### src/rtl/mul_pkg.sv
// mul_pkg: values shared by the multiply/accumulate slice.
//   PROD_W  - width of one product from the 4x4 multiplier
//   state_t - control state encoding (2'd3 is unreachable and decodes as idle)
//   clog2   - ceil(log2(n)) for sizing counters at elaboration time
package mul_pkg;

    localparam int unsigned PROD_W = 8;

    typedef logic [1:0] state_t;

    localparam state_t StIdle = 2'd0;
    localparam state_t StAcc  = 2'd1;
    localparam state_t StDone = 2'd2;

    // ceil(log2(n)); clog2(1) = 0.
    function automatic int unsigned clog2(input int unsigned n);
        int unsigned r;
        int unsigned v;
        r = 0;
        v = 1;
        while (v < n) begin
            v = v << 1;
            r = r + 1;
        end
        return r;
    endfunction

endpackage

### src/rtl/mul_dot_acc_if.sv
// mul_dot_acc_if: product input stream plus result output stream.
//   in_valid/in_prod/in_ready        - one product per handshake
//   out_valid/out_sum/out_ovf/out_ready - finished dot product
// master: the side that supplies products and consumes results.
// slave:  the accumulator.
interface mul_dot_acc_if #(
    parameter int unsigned ACC_W = 12
);
    import mul_pkg::*;

    logic              in_valid;
    logic [PROD_W-1:0] in_prod;
    logic              in_ready;
    logic              out_valid;
    logic [ACC_W-1:0]  out_sum;
    logic              out_ovf;
    logic              out_ready;

    modport master (
        output in_valid,
        output in_prod,
        input  in_ready,
        input  out_valid,
        input  out_sum,
        input  out_ovf,
        output out_ready
    );

    modport slave (
        input  in_valid,
        input  in_prod,
        output in_ready,
        output out_valid,
        output out_sum,
        output out_ovf,
        input  out_ready
    );

endinterface

### src/rtl/mul_dot_acc_ctrl.sv
// mul_dot_acc_ctrl: state machine and term counter for the dot-product accumulator.
//   clk, rst       - clock, synchronous active-high reset
//   start, clear   - begin a dot product (idle only) / abort to idle
//   in_valid       - product offered this cycle
//   out_ready      - downstream takes the result
//   in_ready       - accepting products (decoded from state)
//   out_valid      - result available (decoded from state)
//   busy           - in accumulate or done
//   acc_clr        - datapath must zero the accumulator and overflow flag
//   acc_en         - datapath must add the offered product
module mul_dot_acc_ctrl
    import mul_pkg::*;
#(
    parameter int unsigned N_TERMS = 4
) (
    input  logic clk,
    input  logic rst,
    input  logic start,
    input  logic clear,
    input  logic in_valid,
    input  logic out_ready,
    output logic in_ready,
    output logic out_valid,
    output logic busy,
    output logic acc_clr,
    output logic acc_en
);

    localparam int unsigned CntW = clog2(N_TERMS + 1);
    localparam logic [CntW-1:0] LastCnt = CntW'(N_TERMS - 1);

    state_t          state_q, state_d;
    logic [CntW-1:0] cnt_q, cnt_d;
    logic            in_acc;
    logic            in_done;
    logic            in_idle;

    assign in_acc  = (state_q == StAcc);
    assign in_done = (state_q == StDone);
    // Unreachable encoding behaves as idle.
    assign in_idle = !(in_acc || in_done);

    always_comb begin
        in_ready  = in_acc;
        out_valid = in_done;
        busy      = in_acc || in_done;
        acc_clr   = clear || (in_idle && start);
        acc_en    = in_acc && in_valid;
    end

    always_comb begin
        state_d = state_q;
        cnt_d   = cnt_q;
        if (clear) begin
            state_d = StIdle;
            cnt_d   = '0;
        end else begin
            case (state_q)
                StAcc: begin
                    if (in_valid) begin
                        cnt_d = cnt_q + CntW'(1);
                        if (cnt_q == LastCnt) begin
                            state_d = StDone;
                        end
                    end
                end
                StDone: begin
                    // start during the completing handshake is dropped here.
                    if (out_ready) begin
                        state_d = StIdle;
                    end
                end
                default: begin
                    cnt_d = '0;
                    if (start) begin
                        state_d = StAcc;
                    end else begin
                        state_d = StIdle;
                    end
                end
            endcase
        end
    end

    always_ff @(posedge clk) begin
        if (rst) begin
            state_q <= StIdle;
            cnt_q   <= '0;
        end else begin
            state_q <= state_d;
            cnt_q   <= cnt_d;
        end
    end

endmodule

### src/rtl/mul_dot_acc.sv
// mul_dot_acc: sums N_TERMS unsigned 8-bit products into an ACC_W-bit result.
//   clk, rst - clock, synchronous active-high reset
//   start    - one-cycle pulse, starts a dot product when idle
//   clear    - synchronous abort; accumulator and overflow flag zeroed
//   busy     - accumulating or holding a result
//   bus      - product input / result output handshakes (slave side)
// out_sum is the accumulator itself, so it keeps the last result after the
// output handshake until the next start or clear.
module mul_dot_acc
    import mul_pkg::*;
#(
    parameter int unsigned N_TERMS = 4,
    parameter int unsigned ACC_W   = 12
) (
    input  logic           clk,
    input  logic           rst,
    input  logic           start,
    input  logic           clear,
    output logic           busy,
    mul_dot_acc_if.slave   bus
);

    logic             acc_clr;
    logic             acc_en;
    logic [ACC_W-1:0] acc_q, acc_d;
    logic             ovf_q, ovf_d;
    logic [ACC_W:0]   prod_ext;
    logic [ACC_W:0]   sum_ext;

    mul_dot_acc_ctrl #(
        .N_TERMS (N_TERMS)
    ) u_ctrl (
        .clk       (clk),
        .rst       (rst),
        .start     (start),
        .clear     (clear),
        .in_valid  (bus.in_valid),
        .out_ready (bus.out_ready),
        .in_ready  (bus.in_ready),
        .out_valid (bus.out_valid),
        .busy      (busy),
        .acc_clr   (acc_clr),
        .acc_en    (acc_en)
    );

    // One extra bit on the adder captures the carry out for the sticky flag.
    always_comb begin
        prod_ext = {{(ACC_W + 1 - PROD_W){1'b0}}, bus.in_prod};
        sum_ext  = {1'b0, acc_q} + prod_ext;
        acc_d    = acc_q;
        ovf_d    = ovf_q;
        if (acc_clr) begin
            acc_d = '0;
            ovf_d = 1'b0;
        end else if (acc_en) begin
            acc_d = sum_ext[ACC_W-1:0];
            ovf_d = ovf_q | sum_ext[ACC_W];
        end
    end

    always_ff @(posedge clk) begin
        if (rst) begin
            acc_q <= '0;
            ovf_q <= 1'b0;
        end else begin
            acc_q <= acc_d;
            ovf_q <= ovf_d;
        end
    end

    assign bus.out_sum = acc_q;
    assign bus.out_ovf = ovf_q;

endmodule

### src/flat_wrapper.sv
// flat-port wrapper written by rule: the top's interface ports become plain ports
module mul_dot_acc_flat import mul_pkg::*;
#(
    parameter int unsigned N_TERMS = 4,
    parameter int unsigned ACC_W   = 12
)
  (clk, rst, start, clear, busy, bus_in_valid, bus_in_prod, bus_in_ready, bus_out_valid, bus_out_sum, bus_out_ovf, bus_out_ready);
  mul_dot_acc_if #(.ACC_W(ACC_W)) bus_i ();
  input  logic clk;
  input  logic rst;
  input  logic start;
  input  logic clear;
  output logic busy;
  input wire logic [$bits(bus_i.in_valid)-1:0] bus_in_valid;
  input wire logic [$bits(bus_i.in_prod)-1:0] bus_in_prod;
  output wire logic [$bits(bus_i.in_ready)-1:0] bus_in_ready;
  output wire logic [$bits(bus_i.out_valid)-1:0] bus_out_valid;
  output wire logic [$bits(bus_i.out_sum)-1:0] bus_out_sum;
  output wire logic [$bits(bus_i.out_ovf)-1:0] bus_out_ovf;
  input wire logic [$bits(bus_i.out_ready)-1:0] bus_out_ready;
  assign bus_i.in_valid = bus_in_valid;
  assign bus_i.in_prod = bus_in_prod;
  assign bus_in_ready = bus_i.in_ready;
  assign bus_out_valid = bus_i.out_valid;
  assign bus_out_sum = bus_i.out_sum;
  assign bus_out_ovf = bus_i.out_ovf;
  assign bus_i.out_ready = bus_out_ready;
  mul_dot_acc #(.N_TERMS(N_TERMS), .ACC_W(ACC_W)) u_core (.clk(clk), .rst(rst), .start(start), .clear(clear), .busy(busy), .bus(bus_i));
endmodule
### config.mk
export PLATFORM = sky130hd
export DESIGN_NAME = mul_dot_acc_flat
export DESIGN_NICKNAME = d
export VERILOG_FILES = /design/src/rtl/mul_pkg.sv /design/src/rtl/mul_dot_acc_if.sv /design/src/rtl/mul_dot_acc_ctrl.sv /design/src/rtl/mul_dot_acc.sv /design/src/flat_wrapper.sv
export SDC_FILE = /design/constraint.sdc
export NUM_CORES = 1
export LEC_CHECK = 0
export CAP_MARGIN = 0
export CELL_PAD_IN_SITES_DETAIL_PLACEMENT = 1
export CELL_PAD_IN_SITES_GLOBAL_PLACEMENT = 2
export CORE_ASPECT_RATIO = 2
export CORE_MARGIN = 4
export CORE_UTILIZATION = 27
export CTS_CLUSTER_DIAMETER = 40
export CTS_CLUSTER_SIZE = 12
export DETAILED_ROUTE_END_ITERATION = 16
export HOLD_SLACK_MARGIN = 0.05
export PLACE_DENSITY = 0.76
export SYNTH_ARGS = -nofsm -noshare
export SYNTH_HDL_FRONTEND = slang
export SYNTH_SLANG_ARGS = --single-unit
### constraint.sdc
create_clock -name clk -period 2.6 [get_ports clk]
set_clock_uncertainty 0.05 [all_clocks]
set_input_delay 0.26 -clock clk [delete_from_list [all_inputs] [get_ports clk]]
set_output_delay 0.26 -clock clk [all_outputs]
set_load 0.02 [all_outputs]
## Word-level counts from Yosys, hierarchy flattened

Cells that the tools add are included.

- Bits in registers: 18
- Input port bits: 14
- Output and inout bits: 16

- Add/subtract/negate cells: 2
- Eq/ne operators: 6
- Mux-type cells: 7
- Bitwise logic cells: 2
- Reduce and logical (&&, ||, !) cells: 9

Operator list:

| cell | number |
|---|---|
| 12-bit by 8-bit adder with 13-bit output | 1 |
| 2-bit 2-to-1 mux | 3 |
| 3-bit case mux with 2 select lines | 1 |
| 2-bit != test, second input constant | 2 |
| 2-bit case mux with 2 select lines | 1 |
| 2-bit OR reduction | 2 |
| 3-bit by 1-bit adder with 3-bit output, second input constant | 1 |
| 3-bit by 2-bit == test with 1-bit output, second input constant | 1 |
| 3-bit 2-to-1 mux | 1 |
| 3-bit AND reduction | 1 |
| 2-bit by 1-bit == test with 1-bit output, second input constant | 1 |
| 2-bit == test, second input constant | 1 |
| 1-bit logical AND | 2 |
| 1-bit logical OR | 2 |
| 2-bit by 1-bit != test with 1-bit output, second input constant | 1 |
| 2-bit AND reduction | 1 |
| 1-bit logical NOT | 1 |
| 1-bit 2-to-1 mux | 1 |
| 1-bit NOT | 1 |
| 1-bit OR | 1 |

## Longest topological paths before layout

Gate-level depths: netlist (run 1).

- Depth after elaboration: 6
- Gate-level depth with buffers: 8
- Depth with buffers taken out: 8

## Cells and area by module

From an unflattened synthesis (run 1), not the netlist that was laid out.

- Cell total of the unflattened synthesis: 141
- Area total of the unflattened synthesis: 1,221.2 um2

By module, submodules not included:

| module | instances | cells an instance | area an instance (um2) | sequential area each (um2) |
|---|---|---|---|---|
| mul_dot_acc | 1 | 101 | 882.1 | 260.2 |
| mul_dot_acc_ctrl | 1 | 40 | 339.1 | 100.1 |

## Least setup slack after synthesis (run 1)

Ideal clock, no wire load.

- Path type: register -> register
- Start point: register u_core.acc_q[0] (netlist: u_core.bus.out_sum[0])
- End point: register u_core.acc_q[10] (netlist: u_core.bus.out_sum[10])
- Library setup time: 0.115 ns
- Arrival time: 1.879 ns
- Data required time: 2.435 ns
- Slack: 0.556 ns
- Cell stages (with the launch flop): 9
- Period minus slack after synthesis: 2.044 ns
- Path through: dfxtp_1 -> ha_1 -> inv_1 -> fa_1 -> nand2b_1 -> a211oi_2 -> nor2_1 -> o21a_1 -> o21a_1

- Cells in the longest elaborated chain, start to end: 1

Ends and longest elaborated chain:

| element | RTL line | text |
|---|---|---|
| start: declaration | mul_dot_acc.sv:25 | `logic [ACC_W-1:0] acc_q, acc_d;` |
| start signal: assignment | mul_dot_acc.sv:63 | `acc_q <= '0;` |
| start signal: assignment | mul_dot_acc.sv:66 | `acc_q <= acc_d;` |
| 12-bit by 8-bit adder with 13-bit output | mul_dot_acc.sv:49 | `sum_ext = {1'b0, acc_q} + prod_ext;` |

No other way between the ends.
A chain may end at the register's enable or synchronous reset.

## Worst setup path after layout (run 1)

- Start point: input port bus_in_prod[0]
- End point: register u_core.acc_q[10] (netlist: u_core.bus.out_sum[10])

- Cells in the longest elaborated chain, start to end: 1

Ends and longest elaborated chain:

| element | RTL line | text |
|---|---|---|
| start: declaration | flat_wrapper.sv:15 | `input wire logic [$bits(bus_i.in_prod)-1:0] bus_in_prod;` |
| 12-bit by 8-bit adder with 13-bit output | mul_dot_acc.sv:49 |  |

No other way between the ends.

==> flow_summary_export.csv, run 1 <==
group,metric,value,unit
cts,tritoncts,"done",
timing,max_freq,0.4720,GHz
cells_and_area,syn2layout_area_growth,34.21,%
cts,holdBufCountCts,0,
detailed_routing,wl,3366,µm
cells_and_area,n_fill_cell,484,
global_route,gr-total-overflow,0,
floorplan,die-width,53.97,µm
timing,setup_slack,0.4816,ns
floorplan,rows,33,
worst_setup_path,crit_family,"compound AO/OA/AOI/OAI gates",
synth,synth_area_leaders,"dfxtp_1 32%, ha_1 13%, a21oi_1 5.7%",
worst_setup_path,critPathArrivalTime,2.23,ns
placed_design,gp_congestion,0.7552,
detailed_routing,vias_per_cell,5.050,
synth,synth_area,1141,µm²
worst_setup_path,crit_required,2.71,ns
floorplan,die-height,99.94,µm
synth,ys_async_sr_fraction,0,
synth,synth-seq-cells,18,
timing,slew_viol_final,0,
worst_setup_path,critical_path_class,"in2reg",
power_and_ir_drop,power_switching_share,0.2475,
worst_setup_path,cp_slowest_cell,"clkdlybuf4s50_1",
global_route,antenna_found_initial,0,
cts,clockRootBuffer,"clkbuf_8",
global_route,grt_max_degree,13,
worst_setup_path,cp_num_buf_inv,2,
timing,post-route-period-util,0.8148,
timing,setup_tns,0,ns
synth,synth_fp_nets,168,
worst_setup_path,path_cells,"clkdlybuf4s50_1 > ha_1 > inv_1 > fa_1 > nand2b_1 > a211oi_2 > nor2_1 > o21a_1 > o21a_1",
cts,cts_sinks,18,
timing,rsz0062_at_grt,"false",
synth,yosysUniqueCellTypes,34,
synth,yosysTopAreaCell,"dfxtp_1",
cells_and_area,multi_input_area,726.9,µm²
power_and_ir_drop,clkPwrFrac,0.404,
power_and_ir_drop,leakage,0.5774,nW
hold_path,hold_path_class,"reg2reg",
cts,cts_buffer_depth,2,
cts,worstSkewPairLatency,0.26,ns
floorplan,core_area,4088,µm²
placed_design,place_area,1476,µm²
cells_and_area,nets,198,
timing,hold_violations,0,
power_and_ir_drop,power_density,389.6,nW/µm²
synth,synth_edf_count,0,
cells_and_area,diodes,0,
outcome,status,"finished clean",
timing,finalCriticalPeriod,2.118,ns
cts,cts_made_buffers,3,
cells_and_area,drive_gt1_frac,0.05294,
synth,ys.flop_type,"dfxtp_1",
timing,tightest_slew,0.5288,ns
job,cap_violations,0,
power_and_ir_drop,p_switching,0.0001477,W
synth,syn_inst,141,
detailed_routing,firstDrtPassIters,3,
global_route,grt_pass1_wl,5602,µm
floorplan,initial_utilization,0.2792,
detailed_routing,post-route-drc-count,0,
synth,yosysTopAreaCellShare,0.3158,
worst_setup_path,max_stage_delay,0.46,ns
cells_and_area,postLayoutCellArea,1531,µm²
placed_design,dpl_worst_slack,0.2042,ns
detailed_routing,drtIter0Drc,10,
worst_setup_path,cpMostUsedCell,"o21a_1",
detailed_routing,detail-route-antenna-nets,0,
power_and_ir_drop,power.internal,0.0004490,W
floorplan,dieArea,5393,µm²
detailed_routing,wl_per_cell,15.16,µm
worst_setup_path,cp_max_fo,3,
floorplan,io_pins,30,
cts,cts.clk_slew.worst_paths,0.08,ns
power_and_ir_drop,p_total,0.0005966,W
cts,htree_levels,1,
placed_design,dpl.hpwl,2803,µm
cts,postCtsSetupBuffers,0,
timing,maxSlewHeadroom,0.6474,
cts,post_cts_resized,0,
synth,syn_avg_cell_area,8.093,µm²
timing,finalSetupViolCount,0,
cells_and_area,register_area,360.3,µm²
global_route,grt_usage,0.1402,
worst_setup_path,end_kind,"flop",
placed_design,port_buffers,29,
worst_setup_path,start_kind,"input port",
synth,seq_area_frac_synth,0.3158,
detailed_routing,vias,1121,
global_route,first_global_vias,1230,
synth,yosysWarningCount,0,
power_and_ir_drop,irDropWorstVdd,0.2337,mV
power_and_ir_drop,pwr-share-seq,0.467,
power_and_ir_drop,p_comb_frac,0.129,
## worst register-to-register path: cells and delay by family, from the launching register on
| family | cells | cell delay, ns |
|---|---|---|
| buffers and inverters | 1 | 0.06 |
| AND/OR/NAND/NOR | 2 | 0.31 |
| AO/OA/AOI/OAI | 3 | 0.59 |
| flip-flops | 1 | 0.36 |
| adder cells (fa/ha/maj) | 2 | 0.56 |
## power by group through the flow
stage | Clock (W) | Combinational, W | Sequential, W
6_report | 0.000241 | 0.0000770 | 0.000279
5_1_grt | 0.000256 | 0.0000853 | 0.000279
4_1_cts | 0.000247 | 0.0000786 | 0.000279
3_5_place_dp | 0 | 0.0000782 | 0.000285
3_3_place_gp | 0 | 0.0000757 | 0.000285
2_1_floorplan | 0 | 0.0000400 | 0.000286
## placed cells by master (no fill, tap or decap), drive strengths merged, types with 2 or more instances in the layout
master,n
nor2,16
o21a,3
nand2b,2
inv,9
nand2,15
xor2,6
nand3,4
and2,2
clkbuf,4
nor3,5
ha,12
nor2b,2
nand4,2
o21ai,8
a21o,3
dfxtp,18
and3,2
a211oi,4
a21oi,13
clkdlybuf4s50,29
mux2i,2
## metal layers
metal,wire length (µm),GRT usage,vias up
met2,1914,0.2598,33
met1,1194,0.1365,533
met4,138,0.07678,0
li1,-,-,545
met5,0,0,-
met3,119,0.02377,10
## final cells by class
type,count,share of cell area
Multi-Input combinational cell,110,0.4747
Sequential cell,18,0.2353
Timing Repair Buffer,29,0.1895
Tap cell,52,0.04248
Clock buffer,4,0.03595
Inverter,9,0.02206
## sequential cells by signal, indices dropped and copies added (netlist names)
signal / cells
u_core.bus.out_sum: 12
u_core.u_ctrl.cnt_q: 3
u_core.u_ctrl.state_q: 2
u_core.bus.out_ovf: 1
## synthesized netlist by cell type (3+ instances only)
cell / n
nand3_1: 4
o21ai_0: 3
o21a_1: 3
nand2_1: 15
nor2_1: 16
xor2_1: 6
ha_1: 12
a21o_1: 3
o21ai_1: 4
nor3_1: 5
dfxtp_1: 18
inv_1: 9
a21oi_1: 13
## path summary, 6_finish.rpt
| check | startpoint | end | slack (ns) | cells after the start |
|---|---|---|---|---|
| max reg2reg | u_core.bus.out_sum[0] | u_core.bus.out_sum[10] | 0.57 | 8 |
| min | u_core.bus.out_sum[3] | u_core.bus.out_sum[3] | 0.43 | 2 |
| min reg2reg | u_core.bus.out_sum[3] | u_core.bus.out_sum[3] | 0.43 | 2 |
| max | bus_in_prod[0] | u_core.bus.out_sum[10] | 0.48 | 9 |
## metrics by stage
stage               hold WS [ns]  std cells  utilization
floorplan                 0.3929        141            -
global placement          0.4101        218       0.3612
detailed placement        0.4256        218       0.3612
CTS                       0.4391        222       0.3747
global route              0.4477        222       0.3747
finish                    0.4286        222       0.3747
## kinds of logic (layout without fill, tap and decap cells)
logic type | Yosys count | after routing | share of synthesized area
multiplexers | 2 | 2 | 0.01754
buffers and inverters | 13 | 42 | 0.04715
XOR/XNOR | 7 | 7 | 0.05373
AND/OR/NAND/NOR | 52 | 52 | 0.2083
adder cells (fa/ha/maj) | 13 | 13 | 0.1491
flip-flops | 18 | 18 | 0.3158
AO/OA/AOI/OAI | 36 | 36 | 0.2083
(Power assumes the default switching activity.)
==> run 2: changes to the inputs <==
- clock period: 2.6 -> 2.2 ns (I/O delays scaled with it)
==> run 2 against run 1 <==
Net effect:
- non-clock buffer count up 2
- total power up 18%
- global-route usage up 0.15 points
- combinational power up 18%
- flip-flop and latch count unchanged
- wire length down 2.7%
- clock-buffer cell count unchanged
- critical path depth unchanged
- hold slack worse by 0.0035 ns
- via count up 0.89%
- largest power group unchanged
- highest routed layer unchanged
- register-to-register slack worse by 0.35 ns
- utilization up 0.37 points
- largest cell class unchanged
==> flow_summary_export.csv, run 2 (synthesis gave the netlist of run 1 again) <==
group,metric,value,unit
outcome,status,"finished clean",
worst_setup_path,cpMostUsedCell,"o21a_1",
timing,rsz0062_at_grt,"false",
cts,cts.clk_slew.worst_paths,0.07,ns
timing,tightest_slew,0.5347,ns
placed_design,dpl.hpwl,2668,µm
cts,post_cts_resized,0,
cts,clockRootBuffer,"clkbuf_8",
worst_setup_path,ff2ff_setup_slack,0.22,ns
worst_setup_path,crit_cells,9,
floorplan,rows,33,
detailed_routing,vias_per_cell,5.049,
power_and_ir_drop,clkPwrFrac,0.406,
worst_setup_path,critical_path_class,"in2reg",
global_route,antenna_found_initial,0,
cts,htree_levels,1,
detailed_routing,drtIter0Drc,9,
cts,cts_made_buffers,3,
cells_and_area,drive_gt1_frac,0.06395,
power_and_ir_drop,power_switching_share,0.2485,
cts,holdBufCountCts,0,
global_route,gr-total-overflow,0,
cts,postCtsSetupBuffers,0,
cells_and_area,finish.utilization,0.3783,
global_route,grt_max_degree,12,
global_route,first_global_vias,1229,
cts,cts_buffer_depth,2,
cells_and_area,layout_commonest_cell,"clkdlybuf4s50_1",
floorplan,initial_utilization,0.2792,
worst_setup_path,cp_max_fo,3,
cells_and_area,syn2layout_area_growth,35.53,%
timing,maxSlewHeadroom,0.6435,
detailed_routing,firstDrtPassIters,2,
timing,finalCriticalPeriod,2.027,ns
cells_and_area,diodes,0,
power_and_ir_drop,irDropWorstVdd,0.2644,mV
cts,cts_sinks,18,
power_and_ir_drop,power.internal,0.0005313,W
detailed_routing,vias,1131,
power_and_ir_drop,p_total,0.0007069,W
cells_and_area,nets,200,
detailed_routing,wl,3274,µm
worst_setup_path,start_kind,"input port",
timing,hold_violations,0,
global_route,grt_usage,0.1417,
job,cap_violations,0,
placed_design,port_buffers,29,
timing,post-route-period-util,0.9214,
power_and_ir_drop,p_comb_frac,0.129,
worst_setup_path,crit_required,2.31,ns
timing,finalSetupViolCount,0,
cells_and_area,stdcell_count,224,
worst_setup_path,critPathArrivalTime,2.14,ns
cts,worstSkewPairLatency,0.26,ns
worst_setup_path,timing.rr.start,"u_core.bus.out_sum[0]",
global_route,grt_pass1_wl,5699,µm
floorplan,dieArea,5393,µm²
detailed_routing,detail-route-antenna-nets,0,
detailed_routing,wl_per_cell,14.62,µm
worst_setup_path,cp_slowest_cell,"clkdlybuf4s50_1",
hold_path,hold_path_class,"reg2reg",
floorplan,die-height,99.94,µm
power_and_ir_drop,leakage,0.5883,nW
cts,tritoncts,"done",
floorplan,io_pins,30,
placed_design,dp_cells,220,
worst_setup_path,path_cells,"clkdlybuf4s50_1 > ha_1 > inv_1 > fa_1 > nand2b_1 > a211oi_2 > nor2_1 > o21a_1 > o21a_1",
worst_setup_path,rr_endpoint,"u_core.bus.out_sum[10]",
detailed_routing,post-route-drc-count,0,
worst_setup_path,cp_num_buf_inv,2,
power_and_ir_drop,p_switching,0.0001756,W
floorplan,core_area,4088,µm²
power_and_ir_drop,power_density,457.1,nW/µm²
worst_setup_path,max_stage_delay,0.46,ns
floorplan,die-width,53.97,µm
timing,slew_viol_final,0,
placed_design,gp_congestion,0.7371,
worst_setup_path,reg2reg_depth,8,
timing,max_freq,0.4933,GHz
timing,holdWs,0.4252,ns
cells_and_area,final_cell_mix,"29 x clkdlybuf4s50_1, 18 x dfxtp_1, 16 x nor2_1",
cells_and_area,largest_reg_flops,12,
worst_setup_path,startpoint,"bus_in_prod[0]",
cells_and_area,n_fill_cell,491,
worst_setup_path,crit_family,"compound AO/OA/AOI/OAI gates",
worst_setup_path,end_kind,"flop",
power_and_ir_drop,pwr-share-seq,0.466,
worst_setup_path,crit_path_end,"u_core.bus.out_sum[10]",
## run 2: cell types whose count changed in the layout (fill, tap and decap cells not counted)
cell   previous run  this run
buf_4             0         2
## run 2: worst register-to-register path, stage by stage (launching register included)
cell      delay (ns)
dfxtp_1         0.35
ha_1            0.17
inv_1           0.05
fa_1            0.37
nand2b_1        0.20
a211oi_2        0.22
nor2_1          0.11
o21a_1          0.19
o21a_1          0.17
## run 2: final cells by class
type	instances	area (µm²)	area share
Multi-Input combinational cell	110	726.9	0.4701
Sequential cell	18	360.3	0.2330
Clock buffer	4	55.05	0.03560
Tap cell	52	65.06	0.04207
Timing Repair Buffer	31	305.3	0.1974
Inverter	9	33.78	0.02184
## run 2: layer usage
layer,vias to the layer above,track usage,wire (µm)
li1,555,-,-
met1,533,0.1494,1182
met2,31,0.2533,1781
met3,12,0.01932,165
met4,0,0.07869,145
met5,-,0,0
## run 2: metrics by stage
step                      TNS [ns]  instance area (µm²)  worst slack (ns)
final                            0                 1546            0.1730
after global routing             0                 1546           0.01127
after CTS                        0                 1546            0.1619
after detailed placement   -0.1997                 1491           -0.1092
after global placement     -0.1129                 1491          -0.07482
after floorplan                  0                 1141            0.1562
## run 2: worst min path at each step
stage                                from  slack (ns)  depth (start not counted)                        to
floorplan                             rst        0.35                          2  u_core.u_ctrl.state_q[1]
global placement       u_core.bus.out_ovf        0.41                          1        u_core.bus.out_ovf
detailed placement  u_core.bus.out_sum[0]        0.42                          2     u_core.bus.out_sum[0]
CTS                 u_core.bus.out_sum[0]        0.43                          2     u_core.bus.out_sum[0]
global route        u_core.bus.out_sum[0]        0.45                          2     u_core.bus.out_sum[0]
finish              u_core.bus.out_sum[0]        0.43                          2     u_core.bus.out_sum[0]
## run 2: power groups by stage
stage / sequential (W) / clock (W) / combinational (W)
2_1_floorplan: 0.000338 / 0 / 0.0000472
3_3_place_gp: 0.000337 / 0 / 0.0000900
3_5_place_dp: 0.000337 / 0 / 0.0000923
4_1_cts: 0.000329 / 0.000291 / 0.0000933
5_1_grt: 0.000330 / 0.000305 / 0.000103
6_report: 0.000329 / 0.000287 / 0.0000910
